`src/rtl/axis_result_buffer.sv`:
```
//==============================================================================
// Module   : axis_result_buffer
// Purpose  : Credit-managed first-word-fall-through FIFO that buffers adder
//            results and presents them on an AXI-Stream master port.
//            Upstream is credited only for FIFO space not already claimed by
//            stored results or by operand pairs still inside the adder.
// Revision : 1.0 - initial release
//==============================================================================
`default_nettype none

module axis_result_buffer #(
    parameter int WIDTH = 4,   // adder operand width; results are WIDTH+1 bits
    parameter int DEPTH = 4    // FIFO entries, power of two, at least 4
) (
    input  logic                     clk,
    input  logic                     reset,
    input  logic                     issue_i,
    input  logic                     valid_i,
    input  logic [WIDTH:0]           data_i,
    output logic                     credit_o,
    output logic [WIDTH:0]           m_axis_tdata,
    output logic                     m_axis_tvalid,
    input  logic                     m_axis_tready,
    output logic [$clog2(DEPTH):0]   count_o,
    output logic                     overflow_o
);

    localparam int AW = $clog2(DEPTH);
    localparam int CW = AW + 1;
    localparam logic [CW-1:0] FULL_COUNT   = CW'(DEPTH);
    localparam logic [CW-1:0] ONE          = CW'(1);
    localparam logic [CW:0]   CREDIT_LIMIT = (CW + 1)'(DEPTH);

    logic [WIDTH:0]  mem [DEPTH];
    logic [AW-1:0]   rd_ptr;
    logic [AW-1:0]   wr_ptr;
    logic [CW-1:0]   count;
    logic [CW-1:0]   inflight;
    logic            overflow;

    logic            full;
    logic            pop;
    logic            wr_en;
    logic            drop;
    logic [CW:0]     committed;

    // Handshake decode. A full FIFO still accepts a write when the head
    // leaves in the same cycle, since the freed slot is reused at once.
    always_comb begin
        full      = (count == FULL_COUNT);
        pop       = (count != '0) && m_axis_tready;
        wr_en     = valid_i && (!full || pop);
        drop      = valid_i && full && !pop;
        committed = {1'b0, count} + {1'b0, inflight};
    end

    // Storage array; contents need no reset because occupancy gates tvalid.
    always_ff @(posedge clk) begin
        if (wr_en && !reset) begin
            mem[wr_ptr] <= data_i;
        end
    end

    // Pointers and occupancy. Pointers are log2(DEPTH) wide so they wrap
    // from DEPTH-1 to 0 naturally.
    always_ff @(posedge clk) begin
        if (reset) begin
            rd_ptr <= '0;
            wr_ptr <= '0;
            count  <= '0;
        end else begin
            if (wr_en) begin
                wr_ptr <= wr_ptr + 1'b1;
            end
            if (pop) begin
                rd_ptr <= rd_ptr + 1'b1;
            end
            case ({wr_en, pop})
                2'b10:   count <= count + ONE;
                2'b01:   count <= count - ONE;
                default: count <= count;
            endcase
        end
    end

    // In-flight tracker: results promised by the adder but not yet returned.
    // Saturates at both ends so protocol violations cannot wrap it.
    always_ff @(posedge clk) begin
        if (reset) begin
            inflight <= '0;
        end else if (issue_i && !valid_i) begin
            if (inflight != FULL_COUNT) begin
                inflight <= inflight + ONE;
            end
        end else if (valid_i && !issue_i) begin
            if (inflight != '0) begin
                inflight <= inflight - ONE;
            end
        end
    end

    // Sticky overflow flag: set when a result is dropped, cleared only by reset.
    always_ff @(posedge clk) begin
        if (reset) begin
            overflow <= 1'b0;
        end else if (drop) begin
            overflow <= 1'b1;
        end
    end

    // Outputs. Credit uses registered state only, so a pop in the current
    // cycle is credited one cycle later.
    always_comb begin
        credit_o      = (committed < CREDIT_LIMIT);
        m_axis_tvalid = (count != '0);
        m_axis_tdata  = mem[rd_ptr];
        count_o       = count;
        overflow_o    = overflow;
    end

endmodule

`default_nettype wire

```
`config.mk`:
```
export PLATFORM = sky130hd
export DESIGN_NAME = axis_result_buffer
export DESIGN_NICKNAME = d
export VERILOG_FILES = /design/src/rtl/axis_result_buffer.sv
export SDC_FILE = /design/constraint.sdc
export NUM_CORES = 1
export LEC_CHECK = 0
export CAP_MARGIN = 10
export CORE_MARGIN = 1
export CORE_UTILIZATION = 30
export DETAILED_ROUTE_END_ITERATION = 8
export SYNTH_ARGS = -nofsm -noshare
export SYNTH_HDL_FRONTEND = slang
export SYNTH_SLANG_ARGS = --single-unit
```
`constraint.sdc`:
```
create_clock -name clk -period 1.9 [get_ports clk]
set_input_delay 0.19 -clock clk [delete_from_list [all_inputs] [get_ports clk]]
set_output_delay 0.19 -clock clk [all_outputs]
set_load 0.005 [all_outputs]
```
* After elaboration in Yosys (flattened, before gate mapping) *
Memory sizes are Yosys's and may differ from the RTL's. A register that Yosys moved wholly into a read port is not among the register bits.
Cells that the tools add are included.

storage, ports and cells
  RAM bits = 20
  output and inout bits = 11
  bits in registers = 11
  logic and storage cells = 47
  memories kept = 1

operators by class
  equal/unequal tests = 5
  magnitude comparators = 1
  add/sub/neg operators = 7
  reduce and logical (&&, ||, !) cells = 19
  muxes and demuxes = 9

memories
  memory  depth  bits a word  rd ports  clocked after Yosys merged registers in  wr ports  line  text
  mem     4      5            1         1                                        1         34    logic [WIDTH:0] mem [DEPTH];

operators with widths
  operator                                                    number
  2-to-1 mux 3 bit                                            4
  logical AND 1 bit                                           7
  adder 3 x 1 -> 3 bit, second input constant                 2
  one-hot mux 3 bit (2 select lines)                          1
  nonzero test 2 bit                                          3
  nonzero test 3 bit                                          2
  subtractor 3 x 1 -> 3 bit, second input constant            2
  logical NOT 1 bit                                           5
  adder 2 x 1 -> 2 bit, second input constant                 2
  adder 3 x 3 -> 4 bit                                        1
  less-than comparator 4 x 3 -> 1 bit, second input constant  1
  2-to-1 mux 2 bit                                            2
  equality test 3 bit, second input constant                  1
  != test 3 bit, second input constant                        1
  AND reduction 3 bit                                         1
  equality test 2 x 1 -> 1 bit, second input constant         1
  equality test 2 bit, second input constant                  1
  2-to-1 mux 1 bit                                            2
  != test 2 x 1 -> 1 bit, second input constant               1
  logical OR 1 bit                                            1

* Longest topological paths before layout *
Gate-level depths: netlist of run 1.

  word-level depth = 7
  gate-level depth with buffers = 9
  mapped depth without buffers = 8

* Worst setup path after synthesis of run 1 *
OpenSTA, ideal clock, no wires.

  path kind = reg2reg
  start point = register count[2] (netlist: count_o[2])
  end point = register count[1] (netlist: count_o[1])
  data arrival time = 1.715 ns
  path buffers = 0
  data required time = 1.805 ns
  cell stages (with the launch flop) = 7
  period minus slack after synthesis = 1.810 ns
  slack = 0.090 ns
  cells stage by stage = dfxtp_1 -> or3_4 -> nand3_1 -> fa_1 -> inv_1 -> o2111ai_1 -> a221oi_1

between the ends
  word-level cells in the longest chain between the ends = 6
  elaborated cells between the ends (all ways) = 10

ends and longest elaborated chain
  item                                                                      line  text
  from (decl)                                                               37    logic [CW-1:0] count;
  from (signal assigned)                                                    79    2'b10: count <= count + ONE;
  from (signal assigned)                                                    80    2'b01: count <= count - ONE;
  from (signal assigned)                                                    81    default: count <= count;
  nonzero test 3 bit (*)                                                    --
  named net m_axis_tvalid                                                   22    output logic m_axis_tvalid,
  logical AND 1 bit (*)                                                     51    pop = (count != '0) && m_axis_tready;
  logical OR 1 bit                                                          52    wr_en = valid_i && (!full || pop);
  logical AND 1 bit                                                         52
  equality test 2 x 1 -> 1 bit or equality test 2 bit (tied branches)       78    case ({wr_en, pop})
  one-hot mux 3 bit (2 select lines) or nonzero test 2 bit (tied branches)  --

The timed path passes the listed nets; every way through them passes the cells marked *.
A chain may end at the register's enable or synchronous reset.

* Final worst setup path of run 1 *
  start point = register count[2] (netlist: count_o[2])
  end point = register count[1] (netlist: count_o[1])

between the ends
  word-level cells in the longest chain between the ends = 6
  elaborated cells between the ends (all ways) = 10

ends and longest elaborated chain
  item                                                                      line
  equality test 3 bit or nonzero test 3 bit (tied branches)                 50, 51
  logical NOT 1 bit or logical AND 1 bit (tied branches)                    52, 51
  logical OR 1 bit                                                          52
  logical AND 1 bit                                                         52
  equality test 2 x 1 -> 1 bit or equality test 2 bit (tied branches)       78
  one-hot mux 3 bit (2 select lines) or nonzero test 2 bit (tied branches)  --

Several ways; a longest one is shown, not always the timed one.

==> flow_metrics.tcl, run 1 <==
set metrics [dict create \
    clk_pin_slew_ps 70 \
    tightest_slew_ps 276.9 \
    grt_first_pass_wirelength_um 4512 \
    setup.worst_path.start_class "flop" \
    skew_ps 5.700 \
    grt_overflow 0 \
    slew_violations 0 \
    num_rows 25 \
    gp_congestion 0.8264 \
    critPathCaptureType "flop" \
    dieArea_sq_um 5365 \
    p_sw_share_pct 26.64 \
    wl_um 2788 \
    post-synth-top-area-fraction_pct 39.44 \
    die_w_um 73.25 \
    drt-initial-drc-count 69 \
    intPower_mw 1.286 \
    synth.cell_area_sq_um 1523 \
    fmax_ghz 0.5515 \
    drtPass1Iterations 4 \
    min_path_type "reg -> reg" \
    power_density_nw_per_um2 888.0 \
    hpwl_um 2071 \
    p_switching_mw 0.4670 \
    required_ps 2080 \
    power_mw 1.753 \
    drive_gt1_share_pct 21.79 \
    p_seq_share_pct 48.5 \
    worstHoldPathCells 2 \
    ys_top_cells_by_area "edfxtp_1, dfxtp_1, mux4_2, ha_1, nor2_1" \
    start_util_pct 31.61 \
    insertion_delay_ps 280 \
    path_max_fanout 4 \
    antenna_found_initial 0 \
    slew_headroom_pct 81.54 \
    grt_pass1_vias 1037 \
    viasPerCell 4.561 \
    drv_cap 0 \
    wl_per_cell_um 12.50 \
    synth_area_per_cell_sq_um 12.80 \
    yosysWarnings 0 \
    numCtsBuffers 5 \
    cts_max_level 2 \
    whs_ps 484.3 \
    cts_hold_buffers 0 \
    cts_root_buf "clkbuf_8" \
    postRouteAntennaNets 0 \
    layout_setup_ws_ps 86.72 \
    drc 0 \
    antenna-diode-count 0 \
    synth-seq-cells 33 \
    power_frac_clock_pct 29.0 \
    port_buffers 20 \
    ir_drop_uv 302.6 \
    ios 21 \
    area_growth_pct 29.66 \
    cts_tree "done" \
    path_class "reg -> reg" \
    power.leakage_nw 0.7445 \
    yosysTopAreaCell "edfxtp_1" \
    synth.net_count 138 \
    dp_slack_ps -26.83 \
    finalHoldViolCount 0 \
    status "finished, final reports clean" \
    ys_types 35 \
    num-nets-final 174 \
    cts.sinks 33 \
    worstPathArrival_ps 1990 \
    die_h_um 73.25 \
    rr_worst_depth 6 \
    clk_path_buf_depth 2 \
    finalSetupViolations 0 \
    grt_usage_pct 11.66 \
    core_area_sq_um 4817 \
    grt_max_degree 14 \
    post-route-period-util_pct 95.44 \
    fin_crit_ps 1813 \
    ys_seq_area_share_pct 56.53 \
    vias 1017 \
    combPwrFrac_pct 22.5 \
    syn_inst 119 \
    rsz0062_at_grt "true" \
]
## worst max-delay path, stage by stage, from the launching register on
cell and delay, ps:
dfxtp_1 310, or3_4 410, nand3_1 120, fa_1 440, inv_1 70, o2111ai_1 110
a221oi_1 260
## power groups by stage
| stage | registers (mW) | clock network, mW | logic (mW) |
|---|---|---|---|
| global placement | 0.866 | 0 | 0.370 |
| floorplan | 0.858 | 0 | 0.219 |
| finish | 0.850 | 0.509 | 0.394 |
| global route | 0.858 | 0.557 | 0.437 |
| CTS | 0.856 | 0.524 | 0.384 |
| detailed placement | 0.868 | 0 | 0.386 |
## kinds of logic (layout without fill, tap and decap cells)
logic type	after synthesis	in the layout	synth area share, %
AND/OR/NAND/NOR	35	35	11.51
flip-flops	33	33	56.53
AO/OA/AOI/OAI	16	16	6.985
buffers and inverters	13	50	3.944
adder cells (fa/ha/maj)	9	9	8.381
multiplexers	7	7	8.710
XOR/XNOR	6	6	3.944
## path summary, 6_finish.rpt
path / startpoint / to / slack [ps]
max: count_o[2] / count_o[1] / 90
min reg2reg: overflow_o / overflow_o / 480
min: overflow_o / overflow_o / 480
max reg2reg: count_o[2] / count_o[1] / 90
## state kept, by name (all words and copies together) (netlist names), named ones only
register and flops:
overflow_o 1, count_o 3, wr_ptr 2, mem 20
inflight 3, rd_ptr 2
## cells in the mapped netlist
cell       number
clkbuf_1        1
and2_1          4
a31o_2          1
fa_1            2
a41oi_1         1
a21oi_1         3
clkinv_2        1
nand2_2         1
edfxtp_1       20
or3_1           1
mux2i_1         2
or3_4           1
dfxtp_1        13
xor2_2          1
xnor2_1         1
nand3_1         4
nor2_2          1
nor3_1          4
inv_1           8
a31oi_1         2
o21ai_0         4
o31ai_1         1
and3_1          1
nand2_1         5
mux4_2          5
buf_2           2
o2111ai_1       2
nand3b_1        1
xor2_1          4
nor2_1         11
buf_6           1
nor4_1          1
o21a_1          1
a221oi_1        1
ha_1            7
## area by class of cell
class,instances,area (sq um)
fill,488,2843
sequential,33,865.8
multi-input combinational,73,601.8
timing repair buffer,33,301.5
tap,67,83.83
clock buffer,5,68.82
inverter,9,35.03
clock inverter,3,17.52
## cell usage in the layout, fill, tap and decap left out, types with 2 or more instances in the layout
master,count
clkbuf_8,5
fa_1,2
a21oi_1,3
a31oi_1,2
o2111ai_1,2
clkdlybuf4s50_1,17
dfxtp_1,11
buf_4,13
dlymetal6s2s_1,2
edfxtp_1,20
mux2i_1,2
mux4_2,5
and2_1,4
nor3_1,4
ha_1,7
nor2_1,11
xor2_1,4
inv_1,8
clkinv_2,3
nand2_1,5
nand3_1,4
o21ai_0,4
## what timing repair did
action / in CTS / in global routing
endpoints found under the hold margin: 0 / 0
pin swaps: 0 / 1
endpoints found under the setup margin: 6 / 6
resized for setup: 4 / 2
buffers inserted: 0 / 2
## routing by layer
metal	part of all wire [%]	track usage (%)	routed length [um]	vias up
met3	4.7	4.420	130	2
li1	-	-	-	503
met1	46	13.58	1285	491
met2	49	19.65	1354	21
met4	0.65	3.922	18	0
met5	0	0	0	-
## stage by stage
stage / instances / TNS [ps] / cell area (sq um) / utilization [%]
4_1_cts: 221 / 0 / 1954 / 40.57
6_report: 223 / 0 / 1974 / 40.99
3_5_place_dp: 213 / -36.86 / 1864 / 38.70
3_3_place_gp: 213 / 0 / 1864 / 38.70
5_1_grt: 223 / -25.41 / 1974 / 40.99
2_1_floorplan: 119 / 0 / 1523 / -
No activity file was read; power rests on OpenSTA's default activity.
==> run 2: changes to the inputs <==
Settings changed: CORE_UTILIZATION 30 to 40.
==> flow_metrics.tcl, run 2 (same netlist as run 1, synthesis figures left out) <==
set metrics [dict create \
    viasPerCell 5.129 \
    ir_drop_uv 397.9 \
    num-nets-final 171 \
    insertion_delay_ps 280 \
    grt_usage_pct 16.79 \
    final_cell_mix "edfxtp_1, clkdlybuf4s50_1, nor2_1, dfxtp_1, buf_4" \
    power.leakage_nw 0.7098 \
    wl_per_cell_um 14.83 \
    postLayoutCoreUtil_pct 52.87 \
    grt_first_pass_wirelength_um 4871 \
    cp_slowest_stage_delay_ps 510 \
    vias 1031 \
    slew_headroom_pct 81.08 \
    antenna-diode-count 0 \
    ios 21 \
    dieArea_sq_um 4058 \
    die_h_um 63.70 \
    antenna_found_initial 0 \
    gp_congestion 0.8110 \
    grt_max_degree 14 \
    critPathCaptureType "primary output" \
    wl_um 2980 \
    instances_no_fill 201 \
    path_max_fanout 5 \
    finalHoldViolCount 0 \
    numCtsBuffers 5 \
    slew_violations 0 \
    start_util_pct 41.59 \
    min_path_type "reg -> reg" \
    status "finished, final reports clean" \
    cts_hold_buffers 0 \
    fmax_ghz 0.5405 \
    final.setup.tns_ps 0 \
    die_w_um 63.70 \
    cts.sinks 33 \
    core_area_sq_um 3661 \
    fin_crit_ps 1850 \
    tightest_slew_ps 283.8 \
    grt_overflow 0 \
    cts_tree "done" \
    cts_root_buf "clkbuf_8" \
    layout_commonest_cell "edfxtp_1" \
    worstPathArrival_ps 1660 \
    clk_pin_slew_ps 60 \
    drt-initial-drc-count 29 \
    dp_cells 193 \
    setup.worst_path.start_class "flop" \
    area_growth_pct 27.12 \
    drc 0 \
    critPathBufInv 1 \
    grt_pass1_vias 1040 \
    cpLargestDelayFamily "multiplexers" \
    largest_register_ffs 20 \
    drtPass1Iterations 4 \
    critPathSlowestCell "mux4_2" \
    finalSetupViolations 0 \
    drv_cap 0 \
    hpwl_um 2149 \
    post-route-period-util_pct 97.38 \
    drive_gt1_share_pct 20.92 \
    regMostFlops "mem" \
    power_density_nw_per_um2 905.8 \
    cts_max_level 2 \
    skew_ps 4.803 \
    postRouteAntennaNets 0 \
    num_rows 22 \
    path_class "reg -> out" \
    crit_chain "mux4_2 > clkdlybuf4s50_1" \
    port_buffers 20 \
    clk_path_buf_depth 2 \
    required_ps 1710 \
    whs_ps 478.2 \
]
-- run 2: changes by cell type in the layout (fill, tap and decap cells not counted), sizes merged --
cell	previous run	this run
clkinvlp	1	0
clkdlybuf4s50	17	19
buf	13	10
dlymetal6s2s	2	0
clkbuf	5	7
clkinv	3	2
-- run 2: path summary, 6_finish.rpt --
path / startpoint / to / slack, ps / depth (start not counted)
hold reg to reg: overflow_o / overflow_o / 480 / 2
setup reg to reg: count_o[2] / count_o[1] / 50 / 6
hold / removal: overflow_o / overflow_o / 480 / 2
setup / recovery: flop / m_axis_tdata[4] / 50 / 2
-- run 2: power by group --
| group | total, mW | internal [mW] | switching (mW) |
|---|---|---|---|
| clock network | 0.499 | 0.257 | 0.242 |
| logic | 0.399 | 0.220 | 0.179 |
| registers | 0.856 | 0.810 | 0.0463 |
| total | 1.75 | 1.29 | 0.467 |
-- run 2: metal layers --
metal	vias up	GRT usage [%]	wire, um
li1	493	-	-
met3	5	6.341	133
met4	0	9.375	62
met5	-	0	0
met2	25	27.13	1544
met1	508	18.92	1239
-- run 2: repair_timing --
item / 4_1_cts / 5_1_grt
buffers inserted: 0 / 0
pin swaps: 0 / 2
resized for setup: 4 / 3
endpoints found under the setup margin: 6 / 1
-- run 2: worst reg2reg max path: cells and delay by family, from the launching register on --
kind                     cells  cell delay [ps]
AND/OR/NAND/NOR              2              520
adder cells (fa/ha/maj)      1              430
AO/OA/AOI/OAI                2              400
flip-flops                   1              310
buffers and inverters        1              100
-- run 2: layout make-up --
cell class	count	area, sq um
clock buffers	7	76.32
inverters	9	35.03
flip-flops and latches	33	865.8
multi-input cells	73	619.3
well taps	48	60.06
repair buffers	30	274.0
clock inverters	1	5.005
fillers	321	1725
-- run 2: metrics by stage --
stage               worst slack, ps  instance area (sq um)  power [mW]
floorplan                     90.05                   1523       1.077
global placement              6.397                   1833       1.238
detailed placement           -37.18                   1833       1.256
CTS                           35.72                   1918       1.754
global route                 -46.08                   1936       1.851
finish                        49.69                   1936       1.753
==> run 3: changes to the inputs <==
Settings changed: CORE_MARGIN 1 to unset, GPL_TIMING_DRIVEN set to 1.
==> results of run 3 <==
Same layout as run 2: the final DEF is identical, and so are final timing and power.
